### src/rtl/core_sequencer.sv
// core_sequencer
// Multi-cycle control FSM for an RV32I/Zicsr core. Fetches each instruction
// over a request/ack handshake into the instruction register, then sequences
// decode, execute, optional data-memory access and write-back using the
// decoded flags from CtrlUnit. Owns the PC, the 64-bit retired-instruction
// counter and the sticky halt state.
//
// Ports:
//   clk, rst_n                 clock, asynchronous active-low reset
//   imem_req/addr/ack/rdata    instruction fetch handshake
//   ir                         instruction register (to CtrlUnit)
//   rd_w..is_csr, illegal      decoded control flags
//   br_taken, next_target      branch result / redirect target (valid in WB)
//   dmem_req/we/ack            data access handshake
//   rf_we, csr_en              write-back strobes (single-cycle, WB only)
//   pc, state, halted, instret architectural/status outputs
module core_sequencer #(
    parameter int              XLEN     = 32,
    parameter logic [XLEN-1:0] RESET_PC = '0
) (
    input  logic            clk,
    input  logic            rst_n,
    output logic            imem_req,
    output logic [XLEN-1:0] imem_addr,
    input  logic            imem_ack,
    input  logic [31:0]     imem_rdata,
    output logic [31:0]     ir,
    input  logic            rd_w,
    input  logic            is_branch,
    input  logic            is_jmp,
    input  logic            is_load,
    input  logic            is_store,
    input  logic            is_fence,
    input  logic            is_fencei,
    input  logic            is_csr,
    input  logic            illegal,
    input  logic            br_taken,
    input  logic [XLEN-1:0] next_target,
    output logic            dmem_req,
    output logic            dmem_we,
    input  logic            dmem_ack,
    output logic            rf_we,
    output logic            csr_en,
    output logic [XLEN-1:0] pc,
    output logic [2:0]      state,
    output logic            halted,
    output logic [63:0]     instret
);

    typedef enum logic [2:0] {
        S_FETCH  = 3'd0,
        S_DECODE = 3'd1,
        S_EXEC   = 3'd2,
        S_MEM    = 3'd3,
        S_WB     = 3'd4,
        S_HALT   = 3'd5
    } state_t;

    localparam logic [31:0] NOP = 32'h0000_0013;

    state_t          state_q, state_d;
    logic [XLEN-1:0] pc_q, pc_d;
    logic [31:0]     ir_q, ir_d;
    logic [63:0]     instret_q, instret_d;

    logic redirect;
    logic misalign;
    logic commit;

    // A taken control transfer to a non-word-aligned target aborts the
    // instruction in WB instead of committing it.
    assign redirect = is_jmp | (is_branch & br_taken);
    assign misalign = redirect & (next_target[1:0] != 2'b00);
    assign commit   = (state_q == S_WB) & ~misalign;

    // State register
    always_ff @(posedge clk or negedge rst_n) begin
        if (!rst_n) begin
            state_q <= S_FETCH;
        end else begin
            state_q <= state_d;
        end
    end

    // Next-state logic
    always_comb begin
        state_d = state_q;
        unique case (state_q)
            S_FETCH:  if (imem_ack) state_d = S_DECODE;
            S_DECODE: state_d = illegal ? S_HALT : S_EXEC;
            S_EXEC:   state_d = (is_load | is_store) ? S_MEM : S_WB;
            S_MEM:    if (dmem_ack) state_d = S_WB;
            S_WB:     state_d = misalign ? S_HALT : S_FETCH;
            S_HALT:   state_d = S_HALT;
            default:  state_d = S_HALT;
        endcase
    end

    // Architectural state next values: IR loads on fetch ack, PC and
    // instret advance together only on a committing WB.
    always_comb begin
        ir_d      = ir_q;
        pc_d      = pc_q;
        instret_d = instret_q;
        if (state_q == S_FETCH && imem_ack) begin
            ir_d = imem_rdata;
        end
        if (commit) begin
            pc_d      = redirect ? next_target : pc_q + XLEN'(4);
            instret_d = instret_q + 64'd1;
        end
    end

    always_ff @(posedge clk or negedge rst_n) begin
        if (!rst_n) begin
            pc_q      <= RESET_PC;
            ir_q      <= NOP;
            instret_q <= '0;
        end else begin
            pc_q      <= pc_d;
            ir_q      <= ir_d;
            instret_q <= instret_d;
        end
    end

    // Output logic. The fetch request is also qualified by rst_n so it is
    // low while reset is held and drops the instant reset asserts.
    always_comb begin
        imem_req = (state_q == S_FETCH) & rst_n;
        dmem_req = (state_q == S_MEM);
        dmem_we  = (state_q == S_MEM) & is_store;
        rf_we    = commit & rd_w & ~is_fence & ~is_fencei;
        csr_en   = commit & is_csr;
        halted   = (state_q == S_HALT);
    end

    assign imem_addr = pc_q;
    assign pc        = pc_q;
    assign ir        = ir_q;
    assign instret   = instret_q;
    assign state     = state_q;

endmodule
### config.mk
export PLATFORM = sky130hd
export DESIGN_NAME = core_sequencer
export DESIGN_NICKNAME = d
export VERILOG_FILES = /design/src/rtl/core_sequencer.sv
export SDC_FILE = /design/constraint.sdc
export NUM_CORES = 1
export LEC_CHECK = 0
export ABC_AREA = 0
export CELL_PAD_IN_SITES_DETAIL_PLACEMENT = 1
export CELL_PAD_IN_SITES_GLOBAL_PLACEMENT = 2
export CORE_UTILIZATION = 27
export CTS_CLUSTER_DIAMETER = 200
export DETAILED_ROUTE_END_ITERATION = 12
export PLACE_DENSITY = 0.77
export SLEW_MARGIN = 20
export SYNTH_ARGS = -nofsm -noshare
export SYNTH_HDL_FRONTEND = slang
export SYNTH_SLANG_ARGS = --single-unit
### constraint.sdc
create_clock -name clk -period 3.05 [get_ports clk]
set_clock_uncertainty 0.05 [all_clocks]
set_input_delay 0.61 -clock clk [delete_from_list [all_inputs] [get_ports clk]]
set_output_delay 0.61 -clock clk [all_outputs]
set_load 0.03 [all_outputs]
Word level (Yosys, flattened, before mapping)
Index checks and enable logic that the tools add are counted.
{"block": "totals", "wordCells": 38, "input_bits": 78, "ff_bits": 131}
{"block": "classes", "reduce_logical": 4, "add_sub_neg": 2, "bitwise_logic": 14, "muxes": 7, "eq_ne": 7}
{"operator": "$add A64 B1 Y64 const B", "n": 1}
{"operator": "$add A32 B3 Y32 const B", "n": 1}
{"operator": "$mux W32", "n": 1}
{"operator": "$mux W3", "n": 5}
{"operator": "$pmux W3 S5", "n": 1}
{"operator": "$and A1 B1 Y1", "n": 9}
{"operator": "$eq A3 B2 Y1 const B", "n": 2}
{"operator": "$eq A3 B3 Y1 const B", "n": 2}
{"operator": "$eq A3 B1 Y1 const B", "n": 1}
{"operator": "$logic_not A3 Y1", "n": 1}
{"operator": "$not A1 Y1", "n": 3}
{"operator": "$ne A2 B1 Y1 const B", "n": 1}
{"operator": "$ne A2 B2 Y1 const B", "n": 1}
{"operator": "$or A1 B1 Y1", "n": 2}
{"operator": "$reduce_and A2 Y1", "n": 1}
{"operator": "$reduce_bool A2 Y1", "n": 1}
{"operator": "$logic_and A1 B1 Y1", "n": 1}

Logic depth before layout (Yosys ltp)
{"block": "depth", "depth_word": 8, "mapped_depth": 8, "mapped_depth_nobuf": 6}

Worst setup path after synthesis
No wires, ideal clock.
{"block": "synth_path", "path_type": "reg-to-output", "startpoint": "register state_q[2], in the netlist state[2]", "endpoint": "output rf_we", "arrival_time_ns": 2.728, "stages_incl_launch_ff": 7, "setup_slack_ns": -0.338, "path_buffers": 3, "path_cell_list": "dfrtp_1 -> buf_2 -> nor3b_2 -> o21ai_1 -> clkbuf_1 -> clkbuf_1 -> nor4b_1"}
{"block": "synth_between", "elab_chain_len": 5}
{"item": "from (decl)", "line_no": "61", "text": "state_t state_q, state_d;"}
{"item": "from (signal assigned)", "line_no": "81", "text": "state_q <= state_d;"}
{"item": "$eq A3 B3 Y1", "line_no": "74", "text": "assign commit = (state_q == S_WB) & ~misalign;"}
{"item": "$and A1 B1 Y1", "line_no": "74"}
{"item": "$and A1 B1 Y1 (3 in a row)", "line_no": "132", "text": "rf_we = commit & rd_w & ~is_fence & ~is_fencei;"}
{"item": "to (decl)", "line_no": "42", "text": "output logic rf_we,"}
No other way between the ends.

Final worst setup path
{"block": "layout_path", "startpoint": "register state_q[0], in the netlist state[0]", "endpoint": "output csr_en"}
{"block": "layout_between", "elab_chain_len": 3}
{"item": "$eq A3 B3 Y1", "line_no": "74"}
{"item": "$and A1 B1 Y1", "line_no": "74"}
{"item": "$and A1 B1 Y1", "line_no": "133", "text": "csr_en = commit & is_csr;"}
{"item": "to (decl)", "line_no": "43", "text": "output logic csr_en,"}
No other way between the ends.

==> summary.txt <==
CTS
  • Post-CTS setup buffers: 0
  • Root buffer cell: clkbuf_16
  • CTS Hold Buffers Added: 0
  • CTS Buf Count: 17
  • Post_cts resized: 0
  • Longest Clk Path Bufs: 2
  • Clk sinks: 131
  • TritonCTS clock tree: yes
  • Clk_lat worst skew: 0.41 ns
  • Htree depth: 4
  • CTS clk-pin slew, worst paths: 0.06 ns

GRT
  • GRT Total Usage: 0.1760
  • First-pass GRT wire length: approximately 35 mm
  • Initial antenna violation count: 0
  • Pin count of the biggest net entering global routing: 69
  • Grt total ovfl: 0
  • Number of global-route vias before repair: 5,954

Setup path
  • Cells along the critical path: or3b_1 > nor2_2 > and2_1 > buf_4
  • CP required: 2.39 ns
  • R2R cell count: 5
  • CP endpoint kind: output pin
  • Top delay family on crit path: simple AND/OR/NAND/NOR gates
  • WP data arrival: between 2 and 2.5 ns
  • WS Path Type: reg2out
  • RR Endpoint: instret[40]
  • Critical-path top delay cell: or3b_1
  • Reg2reg setup slack: 0.55 ns
  • CP Launch Type: register
  • Worst R2R Start: state[0]
  • CP Buf/Inv Count: 1
  • Worst path max stage delay: 0.67 ns
  • Max Fanout on Critical Path: 11

Final layout
  • Number of diodes: 0
  • Multi-input gate area: 3067 um2
  • Final nets: between 900 and 1,000
  • Share of cells above drive strength 1: 0.1330
  • Sequential Area: ~3300 um2
  • Layout area overhead: 48.89%
  • Non-filler cells, final: between 1,000 and 1,500
  • # fillers: 2,722

Synthesis
  • Asr flop ratio synth: 1.000
  • Synth top area share: 0.4741
  • Number of flops mapped to enable cells by yosys: 0
  • Top cell type by total area after synthesis: dfrtp_1
  • Area contributors post-synth: dfrtp_1 (47%), mux2_2 (5.5%), xnor2_1 (4.5%), buf_4 (3.7%), xor2_1 (3.5%)
  • Post-synth top flop: dfrtp_1
  • Post-Syn Area: 6756 um2
  • Post-synthesis register bit count: around 130
  • Synth Net Count: 738
  • Cell variety after synth: 65
  • Avg Cell Area, Syn: 10.27 um2
  • Syn. warnings: 0
  • Sequential-to-total area share from yosys stat: 0.4857
  • Synthesized instance count: 658

Floorplanning
  • Die ar.: 25,660 um2
  • Width of the die: 160.2 um
  • Io pins: 247
  • Initial core utilization: 0.2762
  • Core ar.: 24,460 um2
  • Row count: 57
  • Die Ht: 160.2 um

Power
  • Int Pwr: 0.005158 W
  • Clock power share: 0.262
  • Maximum VDD drop: roughly 380 uV
  • Reg power frac: 0.314
  • Combinational share of power: 0.423
  • Pwr/cell area: 848.8 nW/um2
  • Sw Ratio: 0.3959
  • Leakage power: between 4 and 5 nW
  • NetSw: around 0.0034 W

Route
  • DR vias: approximately 5,900
  • Pre-antenna DRT Iters: 4
  • Antenna-violating nets left: 0
  • Routed WL per cell: 18.09 um
  • Routed vias/inst: 4.824
  • Initial drt markers: 217
  • Remaining DRCs: 0
  • Post-Route WL: 22.05 mm

Timing
  • Setup TNS: 0 ns
  • RSZ-0062 raised after global routing: no
  • Slew @ Worst Pin: 0.9258 ns
  • Period utilization: 0.9225
  • Slew Limit Fails: 0
  • Slew headroom: 0.3828
  • Max Freq: 0.3554 GHz
  • Hold Fails Final Rpt: 0
  • Min cycle time layout: 2.814 ns
  • Final Setup Violations: 0

Placement
  • Post-detail-place hpwl: about 16 mm
  • Number of placed instances, taps included: 1,187
  • Port bufs: roughly 250
  • Routability cong.: 0.7915

Flow run
  • Max-Cap Viols: 0

Outcome
  • Status: finished, final reports clean

Hold path
  • Hold WC Path Type: in2async
-- registers in the layout (all words and copies together) (netlist names) --
signal and count:
instret 64, ir 32, state 3, imem_addr 32
-- layout make-up --
class,instances,area share
sequential,131,0.3262
clock inverter,13,0.01953
inverter,14,0.005224
clock buffer,19,0.04403
tap,324,0.04030
multi-input combinational,453,0.3049
timing repair buffer,265,0.2598
-- worst max path at each step --
stage / end / from / slack, ns / cells past startpoint
6_report: csr_en / state[0] / 0.24 / 4
5_1_grt: csr_en / state[0] / 0.07 / 4
4_1_cts: csr_en / state[0] / 0.13 / 4
3_5_place_dp: instret[60] / next_target[0] / 0.18 / 6
3_3_place_gp: instret[60] / next_target[0] / 0.22 / 6
2_1_floorplan: rf_we / state[2] / 0.07 / 6
-- kinds of logic (layout without fill, tap and decap cells) --
group	after synthesis	in the layout	synth area share
AND/OR/NAND/NOR	254	254	0.2091
AO/OA/AOI/OAI	101	101	0.1009
adder cells (fa/ha/maj)	2	2	0.003703
XOR/XNOR	63	63	0.08278
buffers and inverters	74	311	0.06278
flip-flops	131	131	0.4857
multiplexers	33	33	0.05500
-- placed cells by master, fill, tap and decap left out, types with 27 or more instances in the layout --
cell type	n
nand4_1	29
xnor2_1	35
mux2_2	33
nor2_1	45
dfrtp_1	128
xor2_1	27
clkdlybuf4s50_1	243
nand3_1	40
a21oi_1	27
nand2_1	55
-- synth_stat cells, types with 4 or more instances --
library cell    n
dfrtp_1       128
nand2_1        55
nor2_1         46
nand3_1        40
xnor2_1        35
buf_4          33
mux2_2         33
nand4_1        29
a21oi_1        28
xor2_1         27
o21ai_0        21
clkbuf_1       18
nor3_1         15
and3_1         14
inv_1          14
nor4_1         12
o22ai_1        12
and2_1          9
a31oi_1         7
and4_1          5
o22a_1          5
a2bb2oi_1       4
nor4_2          4
or3_1           4
-- power groups by stage --
stage	Combinational [W]	Clock [W]	Sequential, W
2_1_floorplan	0.00142	0	0.00345
5_1_grt	0.00380	0.00237	0.00277
6_report	0.00362	0.00224	0.00268
4_1_cts	0.00365	0.00231	0.00269
3_3_place_gp	0.00362	0	0.00270
3_5_place_dp	0.00365	0	0.00272
-- per-stage QoR --
stage / utilization / total power [W] / hold WS (ns) / setup slack, ns / area, um2
after floorplan: - / 0.004864 / 0.2644 / 0.07422 / 6763
after global placement: 0.3851 / 0.006319 / 0.4071 / 0.2240 / 9420
after detailed placement: 0.3851 / 0.006371 / 0.4176 / 0.1758 / 9420
after CTS: 0.4112 / 0.008657 / 0.4051 / 0.1293 / 10060
after global routing: 0.4112 / 0.008940 / 0.4344 / 0.06557 / 10060
final: 0.4112 / 0.008539 / 0.3695 / 0.2364 / 10060
-- metal layers --
layer	routed length, um	track usage	vias to the layer above
met2	10650	0.2875	171
met3	1178	0.04026	12
met4	171	0.03939	0
li1	-	-	2784
met5	0	0	-
met1	10050	0.2359	2914
Note: power is estimated with default switching activity, not from simulation.
